`config.mk`:
```
export PLATFORM = sky130hd
export DESIGN_NAME = rst_sequencer
export DESIGN_NICKNAME = d
export VERILOG_FILES = /design/src/rtl/rst_sequencer.sv
export SDC_FILE = /design/constraint.sdc
export NUM_CORES = 1
export LEC_CHECK = 0
export CORE_AREA = 4 4 90 92
export DETAILED_ROUTE_END_ITERATION = 6
export DIE_AREA = 0 0 94 96
export PLACE_DENSITY = 0.63
export SETUP_SLACK_MARGIN = 0.15
export SLEW_MARGIN = 15
export SYNTH_ARGS = -nofsm -noshare
export SYNTH_HDL_FRONTEND = slang
export SYNTH_SLANG_ARGS = --single-unit
```
`constraint.sdc`:
```
create_clock -name clk -period 2.8 [get_ports clk]
set_clock_uncertainty 0.2 [all_clocks]
set_input_delay 0.7 -clock clk [delete_from_list [all_inputs] [get_ports clk]]
set_output_delay 0.7 -clock clk [all_outputs]
set_load 0.005 [all_outputs]
```
`src/rtl/rst_sequencer.sv`:
```
// +----------------------------------------------------------------------------+
// | rst_sequencer: orders core/peripheral reset release after a stable PLL lock |
// | Optional: RST_SEQ_LOCK_MONITOR_EN restarts the sequence on lock loss.       |
// | Revision: 1.0                                                               |
// +----------------------------------------------------------------------------+
`default_nettype none

module rst_sequencer #(
  parameter int unsigned LOCK_STABLE_CYC = 1024,
  parameter int unsigned CORE_DELAY      = 256,
  parameter int unsigned PERIPH_DELAY    = 256,
  parameter int unsigned TIMEOUT_CYC     = 1048576
) (
  input  logic       clk,
  input  logic       reset,
  input  logic       pll_locked,
  input  logic       sw_rst,
  output logic       rst_core,
  output logic       rst_periph,
  output logic       rst_done,
  output logic       lock_timeout,
  output logic [2:0] state_dbg
);

  localparam int unsigned CNT_W   = 24;
  localparam int unsigned CNT_MAX = (1 << CNT_W) - 1;

  localparam logic [CNT_W-1:0] LOCK_LAST   = CNT_W'(LOCK_STABLE_CYC - 1);
  localparam logic [CNT_W-1:0] CORE_LAST   = CNT_W'(CORE_DELAY - 1);
  localparam logic [CNT_W-1:0] PERIPH_LAST = CNT_W'(PERIPH_DELAY - 1);
  localparam logic [CNT_W-1:0] TIMEOUT_LIM = CNT_W'(TIMEOUT_CYC);

`ifdef RST_SEQ_LOCK_MONITOR_EN
  localparam logic LOCK_MON = 1'b1;
`else
  localparam logic LOCK_MON = 1'b0;
`endif

  if (LOCK_STABLE_CYC < 2 || LOCK_STABLE_CYC > CNT_MAX ||
      CORE_DELAY      < 2 || CORE_DELAY      > CNT_MAX ||
      PERIPH_DELAY    < 2 || PERIPH_DELAY    > CNT_MAX ||
      TIMEOUT_CYC     < 2 || TIMEOUT_CYC     > CNT_MAX) begin : g_param_check
    $error("rst_sequencer: timing parameter outside 2..2^24-1");
  end

  typedef enum logic [2:0] {
    S_HOLD       = 3'd0,
    S_WAIT_LOCK  = 3'd1,
    S_CORE_RUN   = 3'd2,
    S_PERIPH_RUN = 3'd3,
    S_DONE       = 3'd4
  } state_t;

  state_t           state, state_nxt;
  logic [CNT_W-1:0] cnt, cnt_nxt;
  logic [CNT_W-1:0] tcnt, tcnt_nxt, tcnt_inc;
  logic             timeout_nxt;
  logic             lock_meta, lock_s;

  // Synchroniser intentionally unreset so lock state survives a reset pulse.
  always_ff @(posedge clk) begin
    lock_meta <= pll_locked;
    lock_s    <= lock_meta;
  end

  assign tcnt_inc = (tcnt == TIMEOUT_LIM) ? tcnt : tcnt + 1'b1;

  always_comb begin
    state_nxt   = state;
    cnt_nxt     = cnt;
    tcnt_nxt    = tcnt;
    timeout_nxt = lock_timeout;
    case (state)
      S_HOLD: begin
        cnt_nxt   = '0;
        tcnt_nxt  = '0;
        state_nxt = S_WAIT_LOCK;
      end
      S_WAIT_LOCK: begin
        tcnt_nxt = tcnt_inc;
        if (tcnt_inc == TIMEOUT_LIM) timeout_nxt = 1'b1;
        if (!lock_s) begin
          cnt_nxt = '0;
        end else if (cnt == LOCK_LAST) begin
          cnt_nxt   = '0;
          state_nxt = S_CORE_RUN;
        end else begin
          cnt_nxt = cnt + 1'b1;
        end
      end
      S_CORE_RUN: begin
        if (LOCK_MON && !lock_s) begin
          cnt_nxt   = '0;
          state_nxt = S_HOLD;
        end else if (cnt == CORE_LAST) begin
          cnt_nxt   = '0;
          state_nxt = S_PERIPH_RUN;
        end else begin
          cnt_nxt = cnt + 1'b1;
        end
      end
      S_PERIPH_RUN: begin
        if (LOCK_MON && !lock_s) begin
          cnt_nxt   = '0;
          state_nxt = S_HOLD;
        end else if (cnt == PERIPH_LAST) begin
          cnt_nxt   = '0;
          state_nxt = S_DONE;
        end else begin
          cnt_nxt = cnt + 1'b1;
        end
      end
      S_DONE: begin
        if (LOCK_MON && !lock_s) begin
          cnt_nxt   = '0;
          state_nxt = S_HOLD;
        end
      end
      default: begin
        cnt_nxt   = '0;
        tcnt_nxt  = '0;
        state_nxt = S_HOLD;
      end
    endcase
    // Software restart overrides everything but keeps the sticky timeout flag.
    if (sw_rst) begin
      state_nxt   = S_HOLD;
      cnt_nxt     = '0;
      tcnt_nxt    = '0;
      timeout_nxt = lock_timeout;
    end
  end

  always_ff @(posedge clk) begin
    if (reset) begin
      state        <= S_HOLD;
      cnt          <= '0;
      tcnt         <= '0;
      lock_timeout <= 1'b0;
      rst_core     <= 1'b1;
      rst_periph   <= 1'b1;
      rst_done     <= 1'b0;
    end else begin
      state        <= state_nxt;
      cnt          <= cnt_nxt;
      tcnt         <= tcnt_nxt;
      lock_timeout <= timeout_nxt;
      rst_core     <= (state_nxt == S_HOLD) || (state_nxt == S_WAIT_LOCK);
      rst_periph   <= (state_nxt == S_HOLD) || (state_nxt == S_WAIT_LOCK) ||
                      (state_nxt == S_CORE_RUN);
      rst_done     <= (state_nxt == S_DONE);
    end
  end

  assign state_dbg = state;

endmodule

`default_nettype wire

```
==> impl_metrics.tcl, run 1 <==
set metrics [dict create \
    timing.max_slew.rel_slack_pct 44.0 \
    cp_max_fo 12 \
    wl_mm 7.83 \
    r2r-start "tcnt[7]$_SDFFE_PP0N_" \
    syn_nets 418 \
    clock-sinks 57 \
    core-area_um2 7210 \
    yosysTopAreaCell "dfxtp_1" \
    drv_cap 0 \
    dr.first_iter.drc_count 150 \
    slew_violations 0 \
    rows 31 \
    crit_path_start "tcnt[7]$_SDFFE_PP0N_" \
    clock_latency_ns 0.34 \
    dpl-instance-area_um2 3480 \
    gp_congestion 0.888 \
    cp.arrival_ns 2.62 \
    fin_hold_ws_ns 0.134 \
    ys_seq_area_share_pct 35.1 \
    nets 431 \
    synthesis.area_um2 3250 \
    postSynthAreaPerCell_um2 7.91 \
    postRouteAntennaNets 0 \
    rsz0062_at_grt "true" \
    synth_async_sr_flop_share_pct 0 \
    area_delta_synth_final_pct 13.9 \
    synth.top_cell.area_share_pct 35.1 \
    cp.required_ns 2.86 \
    yosys.area_share.simple_pct 32.4 \
    netlist_top_cells_area "dfxtp_1, nor2_1, xnor2_1, a21oi_1, nand2_1" \
    p_leak_nw 1.22 \
    fillers 727 \
    post_drt_wl_per_cell_um 14.8 \
    yosysWarnings 0 \
    syn_inst 411 \
    p_per_area_nw_per_um2 442 \
    tritoncts.num_buffers 9 \
    drive_gt1_share_pct 14.2 \
    clk_pin_slew_worst_paths_ns 0.07 \
    io_pins 11 \
    synthFlopType "dfxtp_1" \
    synth_xor_xnor_area_share_pct 7.54 \
    crit_path_start_kind "flop" \
    synthAdderAreaFrac_pct 1.15 \
    r2r_cells 6 \
    synth_edf_count 0 \
    postLayoutCoreUtil_pct 51.3 \
    min_period_over_period_pct 91.4 \
    die_h_um 96 \
    drt_drc_violations_left 0 \
    synthTopCellsByCount "dfxtp_1, nor2_1, nand2_1" \
    die_width_um 94 \
    grt_pass1_vias 2870 \
    firstDrtPassIters 4 \
    cp-end-kind "flop" \
    cts-hold-fix-buffers 0 \
    fin_ws_ns 0.240 \
    setup_viol 0 \
    path_class "reg2reg" \
    cts_root_buf "clkbuf_8" \
    grt.overflow.total 0 \
    io_buffers 10 \
    design_area_um2 3700 \
    tns_ns 0 \
    grt_use_total_pct 18.8 \
    endpoint "lock_timeout$_SDFFE_PP0P_" \
    r2r_slack_ns 0.24 \
    start_util_pct 45.1 \
    synth-seq-cells 57 \
    hpwl_mm 5.30 \
    max_freq_mhz 391 \
    tightestPinTransition_ns 0.834 \
    diodes 0 \
    yosys.cell_types.count 58 \
    reg2reg_to "lock_timeout$_SDFFE_PP0P_" \
    finalPower_mw 1.64 \
    grt_max_degree 27 \
    die_area_um2 9020 \
    placed_cells 512 \
    hold_viol 0 \
    grt_pass1_wl_mm 13.4 \
    synth.most_common_cell "dfxtp_1" \
    status "finished, final reports clean" \
    vias 2987 \
    fin_cells 528 \
    synth_compound_gate_area_share_pct 18.8 \
    dp_slack_ns 0.0368 \
    ir_worst_vdd_v 0.000330 \
    cts_max_level 3 \
    viasPerCell 5.66 \
    cts_tree "yes" \
    synth_top_family_by_area "simple AND/OR/NAND/NOR gates" \
    antenna_found_initial 0 \
    period_needed_ns 2.56 \
    clockBufferDepth 2 \
    synthMuxAreaShare_pct 0.308 \
    hp-class "reg2reg" \
]
logic make-up (layout without fill, tap and decap cells):
kind of cell    after synthesis  in the layout
mux                           1              1
simple gates                191            191
xor+xnor                     28             28
fa+ha+maj                     3              3
buf+inv                      32             50
compound gates               99             99
flops                        57             57
where the power goes:
part	leakage, nW	total [mW]	switching, mW	internal [mW]
Clock	0.0994	0.767	0.357	0.410
Sequential	0.462	0.817	0.00355	0.813
Combinational	0.657	0.0510	0.0315	0.0195
cells in the final DEF, fill, tap and decap left out, types with 3 or more instances in the layout:
cell type	instances
a211oi_1	4
a21oi_1	33
a22oi_1	4
a311oi_1	6
a31oi_1	4
a41oi_1	4
and2_1	4
and3_1	7
buf_4	18
clkbuf_8	9
clkdlybuf4s50_1	10
clkinv_2	3
dfxtp_1	53
dfxtp_2	4
inv_1	6
nand2_1	39
nand2b_1	3
nand3_1	19
nand4_1	10
nand4b_1	3
nor2_1	53
nor3_1	9
nor3b_1	4
nor3b_2	3
nor4_1	9
o21ai_0	26
o21ai_1	3
or3_1	3
or4_1	3
xnor2_1	19
xor2_1	9
area by class of cell:
class | count | area, um^2 | share of cell area (%)
Multi-Input combinational cell | 322 | 1980 | 53.5
Sequential cell | 57 | 1150 | 30.9
Timing Repair Buffer | 28 | 235 | 6.35
Clock buffer | 9 | 124 | 3.34
Tap cell | 99 | 124 | 3.34
Clock inverter | 7 | 70.1 | 1.89
Inverter | 6 | 22.5 | 0.608
how the worst min path moves through the flow:
stage | startpoint | end | slack (ns) | cells after the start
global route | lock_meta$_DFF_P_ | lock_s$_DFF_P_ | 0.15 | 0
CTS | lock_meta$_DFF_P_ | lock_s$_DFF_P_ | 0.14 | 0
finish | lock_meta$_DFF_P_ | lock_s$_DFF_P_ | 0.13 | 0
global placement | lock_meta$_DFF_P_ | lock_s$_DFF_P_ | 0.12 | 0
floorplan | lock_meta$_DFF_P_ | lock_s$_DFF_P_ | 0.11 | 0
detailed placement | lock_meta$_DFF_P_ | lock_s$_DFF_P_ | 0.12 | 0
routing by layer:
metal	part of all wire, %	global-route usage (%)	wire (um)	up-vias
li1	-	-	-	1517
met1	47	23.2	3640	1408
met2	47	30.4	3660	46
met3	4.2	6.18	331	16
met4	2.4	7.22	189	0
met5	0	0	0	-
flip-flops by register name (all words and copies together) (netlist names):
| signal | count |
|---|---|
| tcnt | 24 |
| lock_timeout | 1 |
| lock_s | 1 |
| rst_done | 1 |
| rst_core | 1 |
| cnt | 24 |
| state_dbg | 3 |
| rst_periph | 1 |
| lock_meta | 1 |
worst max-delay path, stage by stage, from the launching register on:
cell,delay [ns]
dfxtp_2,0.40
nor4b_1,0.53
nand4b_1,0.18
or2_2,0.33
a2111oi_0,0.41
o2111ai_1,0.19
o31ai_2,0.25
what timing repair did:
| action | in CTS | in global routing |
|---|---|---|
| pin swaps | 0 | 1 |
| resized for setup | 3 | 5 |
| hold endpoints to repair | 0 | 0 |
| endpoints found under the setup margin | 1 | 25 |
| setup buffers | 0 | 0 |
Note: power is estimated with default switching activity, not from simulation.
==> run 2, diff against run 1 <==
--- a/config.mk
+++ b/config.mk
@@ -5,10 +5,11 @@
 export SDC_FILE = /design/constraint.sdc
 export NUM_CORES = 1
 export LEC_CHECK = 0
-export CORE_AREA = 4 4 90 92
+export CAP_MARGIN = 10
+export CORE_AREA = 4 4 106 108
 export DETAILED_ROUTE_END_ITERATION = 6
-export DIE_AREA = 0 0 94 96
-export PLACE_DENSITY = 0.63
+export DIE_AREA = 0 0 110 112
+export PLACE_DENSITY = 0.49
 export SETUP_SLACK_MARGIN = 0.15
 export SLEW_MARGIN = 15
 export SYNTH_ARGS = -nofsm -noshare
==> impl_metrics.tcl, run 2 (synthesis results as in run 1) <==
set metrics [dict create \
    grt.overflow.total 0 \
    dr.first_iter.drc_count 126 \
    tightestPinTransition_ns 0.789 \
    max_stage_delay_ns 0.56 \
    multiInputGateArea_um2 1990 \
    postLayoutCoreUtil_pct 37.3 \
    critPathBufInv 0 \
    gp_congestion 0.839 \
    fin_cells 571 \
    dr_wl_met2_mm 3.75 \
    clk_pin_slew_worst_paths_ns 0.07 \
    clock_latency_ns 0.33 \
    cp.arrival_ns 2.60 \
    drt_drc_violations_left 0 \
    final_cell_mix "nor2_1, dfxtp_1, nand2_1, a21oi_1, o21ai_0" \
    vias 2986 \
    post_drt_wl_per_cell_um 14.1 \
    cts_max_level 3 \
    rsz0062_at_grt "false" \
    grt_pass1_vias 2841 \
    clock-sinks 57 \
    drv_cap 0 \
    firstDrtPassIters 4 \
    path_cells "and4_2 -> nand4_4 -> or3_2 -> xnor2_1 -> or4_1 -> o31ai_2" \
    grt_max_degree 27 \
    max_freq_mhz 393 \
    status "finished, final reports clean" \
    ir_worst_vdd_v 0.000227 \
    drt-met1-wl_mm 3.88 \
    start_util_pct 31.8 \
    nets 437 \
    cts_tree "yes" \
    drive_gt1_share_pct 15.9 \
    p_per_area_nw_per_um2 429 \
    timing.max_slew.rel_slack_pct 47.1 \
    hpwl_mm 5.68 \
    cp_max_fo 9 \
    die_h_um 112 \
    routed.top_layer "met4" \
    grt_pass1_wl_mm 14.1 \
    slew_violations 0 \
    hp-class "reg2reg" \
    path_class "reg2reg" \
    wl_mm 8.07 \
    die_area_um2 12300 \
    viasPerCell 5.23 \
    setup_viol 0 \
    die_width_um 110 \
    tritoncts.num_buffers 9 \
    period_needed_ns 2.55 \
    area_delta_synth_final_pct 17.4 \
    cp-end-kind "flop" \
    cts_root_buf "clkbuf_8" \
    antenna_found_initial 0 \
    fillers 1071 \
    diodes 0 \
    io_pins 11 \
    met3_length_um 282 \
    hold_viol 0 \
    rows 37 \
    min_period_over_period_pct 90.9 \
    cp.required_ns 2.85 \
    postRouteAntennaNets 0 \
    cp_top_family "simple AND/OR/NAND/NOR gates" \
    regArea_um2 1150 \
    grt_use_total_pct 14.1 \
    core-area_um2 10200 \
    p_leak_nw 1.25 \
    layout_commonest_cell "nor2_1" \
    clockBufferDepth 2 \
    placed_cells 555 \
    cts-hold-fix-buffers 0 \
    worst_path_max_delay_cell "or3_2" \
    post-cts-setup-buffers 0 \
    crit_path_start_kind "flop" \
    io_buffers 10 \
]
[run 2: cell count changes in the layout (fill, tap and decap cells not counted), sizes merged]
cell and change:
inv -1, clkinvlp +2, buf +6, clkinv -1
[run 2: final cells by class]
type	instances	area share, %
tap	136	4.46
inverter	6	0.590
multi-input combinational	322	52.1
timing repair buffer	34	7.67
clock buffer	9	3.25
clock inverter	7	1.87
sequential	57	30.1
[run 2: stage by stage]
| stage | setup WS (ns) | TNS [ns] | total power [mW] | hold slack, ns | area [um^2] |
|---|---|---|---|---|---|
| finish | 0.254 | 0 | 1.64 | 0.162 | 3810 |
| global route | 0.164 | 0 | 1.72 | 0.174 | 3810 |
| CTS | 0.169 | 0 | 1.67 | 0.169 | 3790 |
| detailed placement | -0.0138 | -0.0138 | 0.889 | 0.130 | 3590 |
| global placement | 0.0315 | 0 | 0.888 | 0.146 | 3590 |
| floorplan | 0.239 | 0 | 0.867 | 0.110 | 3250 |
[run 2: worst paths after layout]
check                  startpoint                         to  slack (ns)  cells after the start
min reg2reg     lock_meta$_DFF_P_             lock_s$_DFF_P_        0.16                      0
min             lock_meta$_DFF_P_             lock_s$_DFF_P_        0.16                      0
max reg2reg  tcnt[3]$_SDFFE_PP0N_  lock_timeout$_SDFFE_PP0P_        0.25                      6
max          tcnt[3]$_SDFFE_PP0N_  lock_timeout$_SDFFE_PP0P_        0.25                      6
[run 2: report_power, final]
| group | total [mW] | switching (mW) | internal, mW |
|---|---|---|---|
| clock | 0.766 | 0.357 | 0.409 |
| combinational | 0.0528 | 0.0321 | 0.0207 |
| sequential | 0.817 | 0.00366 | 0.813 |
| total | 1.64 | 0.393 | 1.24 |
[run 2: what timing repair did]
item / 4_1_cts / 5_1_grt
hold endpoints to repair: 0 / 0
setup endpoints to repair: 1 / 1
gates resized for setup: 2 / 9
[run 2: layer usage]
metal	vias up	track usage (%)
met5	-	0
met4	0	4.32
met3	11	4.23
met2	47	21.2
met1	1392	19.1
li1	1536	-
[run 2: worst register-to-register path: cells and delay by family (launching register included)]
family | cells | cell delay [ns]
AOI/OAI and AO/OA | 1 | 0.17
xor gates and xnor gates | 1 | 0.16
DFF | 1 | 0.41
and+or+nand+nor | 4 | 1.52
==> run 3, diff against run 2 <==
--- a/config.mk
+++ b/config.mk
@@ -10,6 +10,7 @@
 export DETAILED_ROUTE_END_ITERATION = 6
 export DIE_AREA = 0 0 110 112
 export PLACE_DENSITY = 0.49
+export RECOVER_POWER = 100
 export SETUP_SLACK_MARGIN = 0.15
 export SLEW_MARGIN = 15
 export SYNTH_ARGS = -nofsm -noshare
==> impl_metrics.tcl, run 3 (synthesis results as in run 1) <==
set metrics [dict create \
    p_clk_share_pct 46.8 \
    cts_tree "yes" \
    tightestPinTransition_ns 1.23 \
    cts_root_buf "clkbuf_8" \
    die_width_um 110 \
    max_freq_mhz 389 \
    io_pins 11 \
    final_cell_mix "nor2_1, dfxtp_1, nand2_1, a21oi_1, o21ai_0" \
    drt_drc_violations_left 0 \
    clk_pin_slew_worst_paths_ns 0.07 \
    grt_max_degree 27 \
    slew_violations 0 \
    gp_congestion 0.839 \
    timing.max_slew.rel_slack_pct 17.3 \
    core-area_um2 10200 \
    viasPerCell 5.27 \
    nets 437 \
    cp_max_fo 9 \
    clock_latency_ns 0.33 \
    drive_gt1_share_pct 14.9 \
    clockBufferDepth 2 \
    design_area_um2 3800 \
    p_leak_nw 1.26 \
    die_area_um2 12300 \
    hp-class "reg2reg" \
    postLayoutCoreUtil_pct 37.2 \
    cp-end-kind "flop" \
    grt.overflow.total 0 \
    postRouteAntennaNets 0 \
    dr.first_iter.drc_count 127 \
    tns_ns 0 \
    path_class "reg2reg" \
    p_seq_share_pct 50.0 \
    grt_use_total_pct 14.1 \
    layout_commonest_cell "nor2_1" \
    cp.arrival_ns 2.62 \
    crit_path_start_kind "flop" \
    grt_pass1_wl_mm 14.1 \
    diodes 0 \
    post-cts-setup-buffers 0 \
    switching_power_mw 0.393 \
    post_drt_wl_per_cell_um 14.1 \
    comb_power_share_pct 3.2 \
    period_needed_ns 2.57 \
    setup_viol 0 \
    clock-sinks 57 \
    p_sw_share_pct 24.0 \
    power.internal_mw 1.24 \
    vias 3008 \
    rsz0062_at_grt "false" \
    grt_pass1_vias 2841 \
    firstDrtPassIters 4 \
    area_delta_synth_final_pct 17.0 \
    cts_max_level 3 \
    wl_mm 8.08 \
    dpl-instance-area_um2 3590 \
    tritoncts.num_buffers 9 \
    cts-hold-fix-buffers 0 \
    hpwl_mm 5.68 \
    drv_cap 0 \
    start_util_pct 31.8 \
    min_period_over_period_pct 91.7 \
    status "finished, final reports clean" \
    cp.required_ns 2.85 \
    antenna_found_initial 0 \
    p_per_area_nw_per_um2 430 \
    io_buffers 10 \
    die_h_um 112 \
    ir_worst_vdd_v 0.000226 \
    rows 37 \
    hold_viol 0 \
]
run 3: changes by cell type in the layout (fill, tap and decap cells not counted), sizes merged:
cell and delta:
clkbuf +2, dlygate4sd3 +8, clkdlybuf4s50 -8, buf -2
run 3: stage by stage:
step           hold WS (ns)  power [mW]  cells  setup WS (ns)
2_1_floorplan         0.110       0.867    411          0.239
3_3_place_gp          0.146       0.888    555         0.0315
3_5_place_dp          0.130       0.889    555        -0.0138
4_1_cts               0.169        1.67    571          0.169
5_1_grt               0.174        1.72    571          0.116
6_report              0.163        1.64    571          0.232
run 3: final timing paths:
kind | start | endpoint | slack (ns) | cells past startpoint
worst min-delay path | lock_meta$_DFF_P_ | lock_s$_DFF_P_ | 0.16 | 0
worst max-delay path | tcnt[3]$_SDFFE_PP0N_ | lock_timeout$_SDFFE_PP0P_ | 0.23 | 6
worst min register to register | lock_meta$_DFF_P_ | lock_s$_DFF_P_ | 0.16 | 0
worst max register to register | tcnt[3]$_SDFFE_PP0N_ | lock_timeout$_SDFFE_PP0P_ | 0.23 | 6
run 3: power by group through the flow:
stage | clock network [mW] | logic [mW] | registers (mW)
global placement | 0 | 0.0528 | 0.836
detailed placement | 0 | 0.0534 | 0.836
global route | 0.842 | 0.0590 | 0.817
floorplan | 0 | 0.0338 | 0.833
CTS | 0.797 | 0.0535 | 0.817
finish | 0.766 | 0.0520 | 0.817
run 3: layout make-up:
cell class / instances / area [um^2]
Timing Repair Buffer: 34 / 285
Fill cell: 1076 / 6430
Clock inverter: 7 / 71.3
Inverter: 6 / 22.5
Sequential cell: 57 / 1150
Clock buffer: 9 / 124
Multi-Input combinational cell: 322 / 1980
Tap cell: 136 / 170
run 3: layer usage:
metal | wire length, um | global-route usage [%] | up-vias
met5 | 0 | 0 | -
met4 | 155 | 4.32 | 0
met3 | 245 | 4.23 | 11
met2 | 3780 | 21.2 | 38
met1 | 3900 | 19.1 | 1424
li1 | - | - | 1535
run 3: critical path, cell delays in order (launching register included):
cell	delay, ns
dfxtp_2	0.41
and4_1	0.32
nand4_4	0.16
or3_2	0.56
xnor2_1	0.16
or4_1	0.50
o31ai_2	0.17
run 3: what timing repair did:
item / 4_1_cts / 5_1_grt
endpoints found under the setup margin: 1 / 1
resized for setup: 2 / 9
hold endpoints to repair: 0 / 0
